==> src/rtl/rcu_pkg.sv <==
// rcu_pkg: shared state encodings and widths for the call_rcu callback model
package rcu_pkg;
    localparam int VW = 8;

    typedef enum logic [1:0] {R_IDLE, R_READ, R_EXIT} rd_state_t;
    typedef enum logic {P_IDLE, P_POST} post_state_t;
    typedef enum logic [1:0] {G_IDLE, G_START, G_WAIT, G_INVOKE} gp_state_t;

    typedef struct packed {
        logic [VW-1:0] tag;
        logic [VW-1:0] ver;
    } cb_t;
endpackage

==> src/rtl/rcu_cb_fifo.sv <==
// rcu_cb_fifo: QDEPTH-entry queue of deferred-free callbacks {tag, ver}
module rcu_cb_fifo import rcu_pkg::*; #(
    parameter int QDEPTH = 4,
    localparam int AW = $clog2(QDEPTH)
) (
    input  logic        clock,
    input  logic        reset_n,
    input  logic        push,
    input  cb_t         din,
    input  logic        pop,
    output cb_t         head,
    output logic [AW:0] count,
    output logic        full,
    output logic        empty
);
    localparam logic [AW:0] FULL_CNT = (AW+1)'(QDEPTH);

    cb_t           mem [QDEPTH];
    logic [AW-1:0] wr_ptr;
    logic [AW-1:0] rd_ptr;
    logic          do_push;
    logic          do_pop;

    assign do_push = push && !full;
    assign do_pop  = pop && !empty;
    assign full    = count == FULL_CNT;
    assign empty   = count == '0;
    assign head    = mem[rd_ptr];

    // storage needs no reset: only entries below count are ever observed
    always_ff @(posedge clock)
        if (do_push) mem[wr_ptr] <= din;

    // pointers wrap naturally because QDEPTH is a power of two
    always_ff @(posedge clock or negedge reset_n)
        if (!reset_n) begin
            wr_ptr <= '0;
            rd_ptr <= '0;
            count  <= '0;
        end else begin
            if (do_push) wr_ptr <= wr_ptr + 1'b1;
            if (do_pop) rd_ptr <= rd_ptr + 1'b1;
            count <= count + (AW+1)'(do_push) - (AW+1)'(do_pop);
        end
endmodule

==> config.mk <==
export PLATFORM = sky130hd
export DESIGN_NAME = rcu_cb_fifo
export DESIGN_NICKNAME = d
export VERILOG_FILES = /design/src/rtl/rcu_pkg.sv /design/src/rtl/rcu_cb_fifo.sv
export SDC_FILE = /design/constraint.sdc
export NUM_CORES = 1
export LEC_CHECK = 0
export BUFFER_PORTS_ARGS = -buffer_cell sky130_fd_sc_hd__buf_2
export CORE_MARGIN = 5
export CORE_UTILIZATION = 56
export CTS_BUF_LIST = sky130_fd_sc_hd__clkbuf_16
export DETAILED_ROUTE_END_ITERATION = 10
export GPL_TIMING_DRIVEN = 0
export PLACE_DENSITY = 0.78
export SLEW_MARGIN = 20
export SYNTH_ARGS = -nofsm -noshare
export SYNTH_HDL_FRONTEND = slang
export SYNTH_SLANG_ARGS = --single-unit
==> constraint.sdc <==
create_clock -name clock -period 2.6 [get_ports clock]
set_input_delay 0.39 -clock clock [delete_from_list [all_inputs] [get_ports clock]]
set_output_delay 0.39 -clock clock [all_outputs]
set_load 0.02 [all_outputs]
=== Yosys cells after proc, flatten, opt, wreduce, memory -nomap -nowiden ===
Memories as Yosys holds them, arrays and structs flattened.
Index checks and enable logic that the tools add are counted.

* Add/sub/neg operators: 4
* Multipliers: 0
* Div/mod/pow operators: 0
* Magnitude comparators: 0
* Equality and inequality tests: 1
* Shift-type cells: 0
* Multiplexer cells: 2
* Bitwise logic cells: 0
* Reduce and logical (&&, ||, !) cells: 5

{| class="wikitable"
|+ Operators with widths
! cell !! count
|-
| $add 2x1->2 const B || 2
|-
| $add 3x1->3 || 1
|-
| $eq 3x3->1 const B || 1
|-
| $logic_not 3->1 || 1
|-
| $sub 3x1->3 || 1
|-
| $logic_and 1x1->1 || 2
|-
| $logic_not 1->1 || 2
|-
| $mux 1 || 2
|}

* Flip-flop bits (word level): 7
* Latch bits: 0
* RAM bits: 64
* ROM bits: 0
* Input bits: 20
* Output and inout bits: 21
* Logic and storage cells: 16
* Memories: 1

{| class="wikitable"
|+ Memories
! memory !! words !! width !! rd ports !! clocked after Yosys merged registers in !! write ports !! line !! text
|-
| mem || 4 || 16 || 1 || 0 || 1 || rcu_cb_fifo.sv:18 || <nowiki>cb_t mem [QDEPTH];</nowiki>
|}

=== Depth between registers and ports, before layout ===
* Depth in word-level cells: 5
* Depth in mapped cells: 8
* Mapped depth without buffers: 8

=== Worst setup path after synthesis ===
Ideal clock, no wire load.

* Kind: reg-to-reg
* From: reg count[2]
* To: reg count[2]
* Setup time: 123 ps
* Arrival time: 2095 ps
* Required time: 2477 ps
* Setup slack: 381 ps
* Stages on the path, launching flop included: 9
* Cell sequence: dfrtp_1 > nor3b_4 > nand2b_1 > ha_1 > inv_1 > ha_1 > fa_1 > xnor2_1 > xnor2_1

* Longest elaborated chain between the ends: 5
* Elaborated cells on any way between the ends: 8
* Classes of those cells: add/sub: 2; eq/ne: 1; reduce/logical: 5

{| class="wikitable"
|+ RTL lines
! what !! line !! text
|-
| from (decl) || rcu_cb_fifo.sv:12 || <nowiki>output logic [AW:0] count,</nowiki>
|-
| from (signal assigned) || rcu_cb_fifo.sv:43 || <nowiki>count <= count + (AW+1)'(do_push) - (AW+1)'(do_pop);</nowiki>
|-
| $eq 3x3->1 || rcu_cb_fifo.sv:26 || <nowiki>assign full = count == FULL_CNT;</nowiki>
|-
| via full || rcu_cb_fifo.sv:13 || <nowiki>output logic full,</nowiki>
|-
| $logic_not 1->1 || rcu_cb_fifo.sv:24 || <nowiki>assign do_push = push && !full;</nowiki>
|-
| $logic_and 1x1->1 || rcu_cb_fifo.sv:24 ||
|-
| $add 3x1->3 || rcu_cb_fifo.sv:43 ||
|-
| $sub 3x1->3 || rcu_cb_fifo.sv:43 ||
|}

The timed path passes the listed nets, and every way through them passes these cells.
A chain may end at the register's enable or synchronous reset.

=== Worst setup path in the final report ===
* From: reg count[1]
* To: reg count[2]

* Elaborated cells on any way between the ends: 8
* Classes of those cells: add/sub: 2; eq/ne: 1; reduce/logical: 5

{| class="wikitable"
|+ RTL lines
! what !! line !! text
|-
| $logic_not 3->1 || rcu_cb_fifo.sv:27 || <nowiki>assign empty = count == '0;</nowiki>
|-
| $logic_not 1->1 || rcu_cb_fifo.sv:25 || <nowiki>assign do_pop = pop && !empty;</nowiki>
|-
| $logic_and 1x1->1 || rcu_cb_fifo.sv:25 ||
|-
| via do_pop || rcu_cb_fifo.sv:22 || <nowiki>logic do_pop;</nowiki>
|-
| $sub 3x1->3 || rcu_cb_fifo.sv:43 ||
|}

The timed path passes the listed nets, and every way through them passes these cells.

==> results.toml <==
[grt]
number_of_antenna_violations_at_the_first_check_in_global_routing = 0
grt_max_degree = 17
global_route.usage.total_pct = 16.6
gr-total-overflow = 0
grt_pass1_wl_um = 7550
via_count_of_the_first_global_routing_pass = 1481

[finish]
flow.area_growth_from_synthesis_pct = 20.4
finish.net_count = 204
drive_above_1_share_pct = 36.8
layout.core_utilization_pct = 70.6
antenna-diode-count = 0
most-common-layout-cells = "64 x edfxtp_1, 42 x buf_2, 9 x clkbuf_16"
mostFrequentLayoutCell = "edfxtp_1"

[cts]
clock_path_buffers = 2
post-cts-setup-buffers = 0
ctsResizeCount = 0
clock_tree_from_tritoncts = "done"
clk_latency_ns = 0.32
cts.clk_slew.worst_paths_ns = 0.05
numCtsBuffers = 9
clock_tree_root_buffer_cell = "clkbuf_16"
clock_tree_sinks = 71
cts.htree.levels = 3

[min_path]
worstHoldPathType = "in2reg"

[critical_path]
worst_setup_path_start_kind = "flip-flop"
timing.critical_path.required_ns = 2.85
critPathArrivalTime_ns = 2.48
cp-end-kind = "flip-flop"
worst_path_class_setup = "reg2reg"
critical_path_peak_fanout = 8

[floorplan]
fp.dieW_um = 81.0
number_of_cell_rows = 25
initial_utilization_pct = 58.6
dieHeight_um = 81.0
die-area_sq_um = 6560
core_area_sq_um = 4820
floorplan.io_pins = 41

[yosys]
synth_sequential_area_ratio_pct = 74.3
syn_area_sq_um = 2820
syn-instance-count = 125
yosys_register_bits = 71
netlist-cell-type-count = 20
mappedNetlistNets = 152
synthesis.area_per_instance_sq_um = 22.6
yosysWarnings = 0

[pwr]
total_power_mw = 4.13
internal_power_mw = 2.84
switching_power_summed_over_all_nets_mw = 1.29
combinationalPowerShare_pct = 32.4
pwr-share-clk_pct = 27.5
power.leakage_nw = 1.29
power_density_nw_per_um2 = 1220
ir_worst_vdd_uv = 759
power.sequential.fraction_pct = 40.0
switching_share_pct = 31.3

[route]
totalWireLength_um = 4720
drt.antenna.violating_nets = 0
vias_per_cell = 5.42
first_pass_iters = 4
mean_routed_wirelength_per_cell_um = 18.9
drc = 0
vias = 1349
drt_iter0_markers = 88

[sta]
rsz0062_at_grt = "false"
maxClockFrequency_mhz = 449
fin_skew_ns = 0.00690
worst_pin_slew_ns = 0.855
fin_crit_ns = 2.23
setup-violations-final = 0
maxSlewViolCount = 0
finalSetupTns_ns = 0
relSlewSlack_pct = 43.0
hold_violations = 0
min_period_over_period_pct = 85.7

[outcome]
outcome = "complete, no violations"

[placed_design]
half_perimeter_wire_length_of_the_detailed_placement_result_um = 3080
gp_congestion = 0.775
port_buffers = 40

[flow_run]
cap_violations = 0
## worst max-delay path: stages (launching register included)
cell and delay (ns):
dfrtp_1 0.47, o31ai_1 0.40, inv_1 0.09, ha_1 0.28, inv_1 0.04, ha_1 0.18
fa_1 0.37, xnor2_1 0.20, xnor2_1 0.14
## cell usage after synthesis
library cell | instances | area, sq um
nor3_1 | 1 | 5.00
edfxtp_1 | 64 | 1920
o31ai_1 | 1 | 7.51
mux4_1 | 8 | 210
mux4_2 | 8 | 180
xnor2_1 | 4 | 35.0
dfrtp_1 | 7 | 175
buf_12 | 1 | 20.0
nand2b_1 | 4 | 25.0
buf_6 | 1 | 11.3
buf_2 | 2 | 10.0
and3b_1 | 4 | 35.0
inv_1 | 6 | 22.5
ha_1 | 6 | 75.1
fa_1 | 1 | 20.0
nand2_1 | 1 | 3.75
nand4bb_1 | 2 | 22.5
o311ai_0 | 1 | 8.76
nor3b_4 | 1 | 18.8
o211ai_1 | 2 | 15.0
## power groups by stage
stage               Sequential, mW  Combinational (mW)  Clock [mW]
floorplan                     1.66               0.959           0
global placement              1.65                1.32           0
detailed placement            1.68                1.36           0
CTS                           1.66                1.37        1.16
global route                  1.68                1.45        1.22
finish                        1.66                1.34        1.14
## what timing repair did
| action | CTS | global route |
|---|---|---|
| endpoints found under the setup margin | 0 | 0 |
| endpoints found under the hold margin | 7 | 0 |
| hold buffers | 1 | 0 |
## registers in the layout, indices dropped and copies added (netlist names)
| register | cells |
|---|---|
| mem | 64 |
| wr_ptr | 2 |
| count | 3 |
| rd_ptr | 2 |
## routing by layer
| metal | global-route usage [%] | vias to the layer above | part of all wire [%] |
|---|---|---|---|
| li1 | - | 625 | - |
| met1 | 19.8 | 688 | 41 |
| met3 | 6.32 | 5 | 4.6 |
| met5 | 0 | - | 0 |
| met2 | 27.3 | 31 | 54 |
| met4 | 6.59 | 0 | 1.1 |
## per-stage QoR
stage               area (sq um)  hold WS [ns]  setup slack [ns]  std cells
floorplan                   2820        0.0944             0.381        125
finish                      3400         0.284             0.373        249
CTS                         3400         0.273             0.345        249
global route                3400         0.272             0.187        249
global placement            3110         0.229             0.433        232
detailed placement          3110         0.236             0.374        232
## path summary, 6_finish.rpt
path / start / to / slack, ns / cells after the start
setup / recovery: count[1]$_DFF_PN0_ / count[2]$_DFF_PN0_ / 0.37 / 8
hold / removal: din[12] / mem[0][12]$_DFFE_PP_ / 0.28 / 1
setup reg to reg: count[1]$_DFF_PN0_ / count[2]$_DFF_PN0_ / 0.37 / 8
hold reg to reg: wr_ptr[1]$_DFFE_PN0P_ / wr_ptr[1]$_DFFE_PN0P_ / 0.60 / 2
max in group asynchronous: reset_n / rd_ptr[0]$_DFFE_PN0P_ / 2.00 / 2
min in group asynchronous: reset_n / count[2]$_DFF_PN0_ / 0.43 / 2
## cell type report
type                    count  area (sq um)
multi-input cells          44           662
repair buffers             41           210
fillers                   314          1420
flip-flops and latches     71          2100
clock buffers               9           225
plain buffers               4          41.3
clock inverters             7          57.6
well taps                  67          83.8
inverters                   6          22.5
## cell families after synthesis
family	after synthesis	share of synthesized area, %
AO/OA/AOI/OAI	4	1.11
XOR/XNOR	4	1.24
adder cells (fa/ha/maj)	7	3.37
buffers and inverters	10	2.26
flip-flops	71	74.3
multiplexers	16	13.8
AND/OR/NAND/NOR	13	3.90
(Power assumes the default switching activity.)
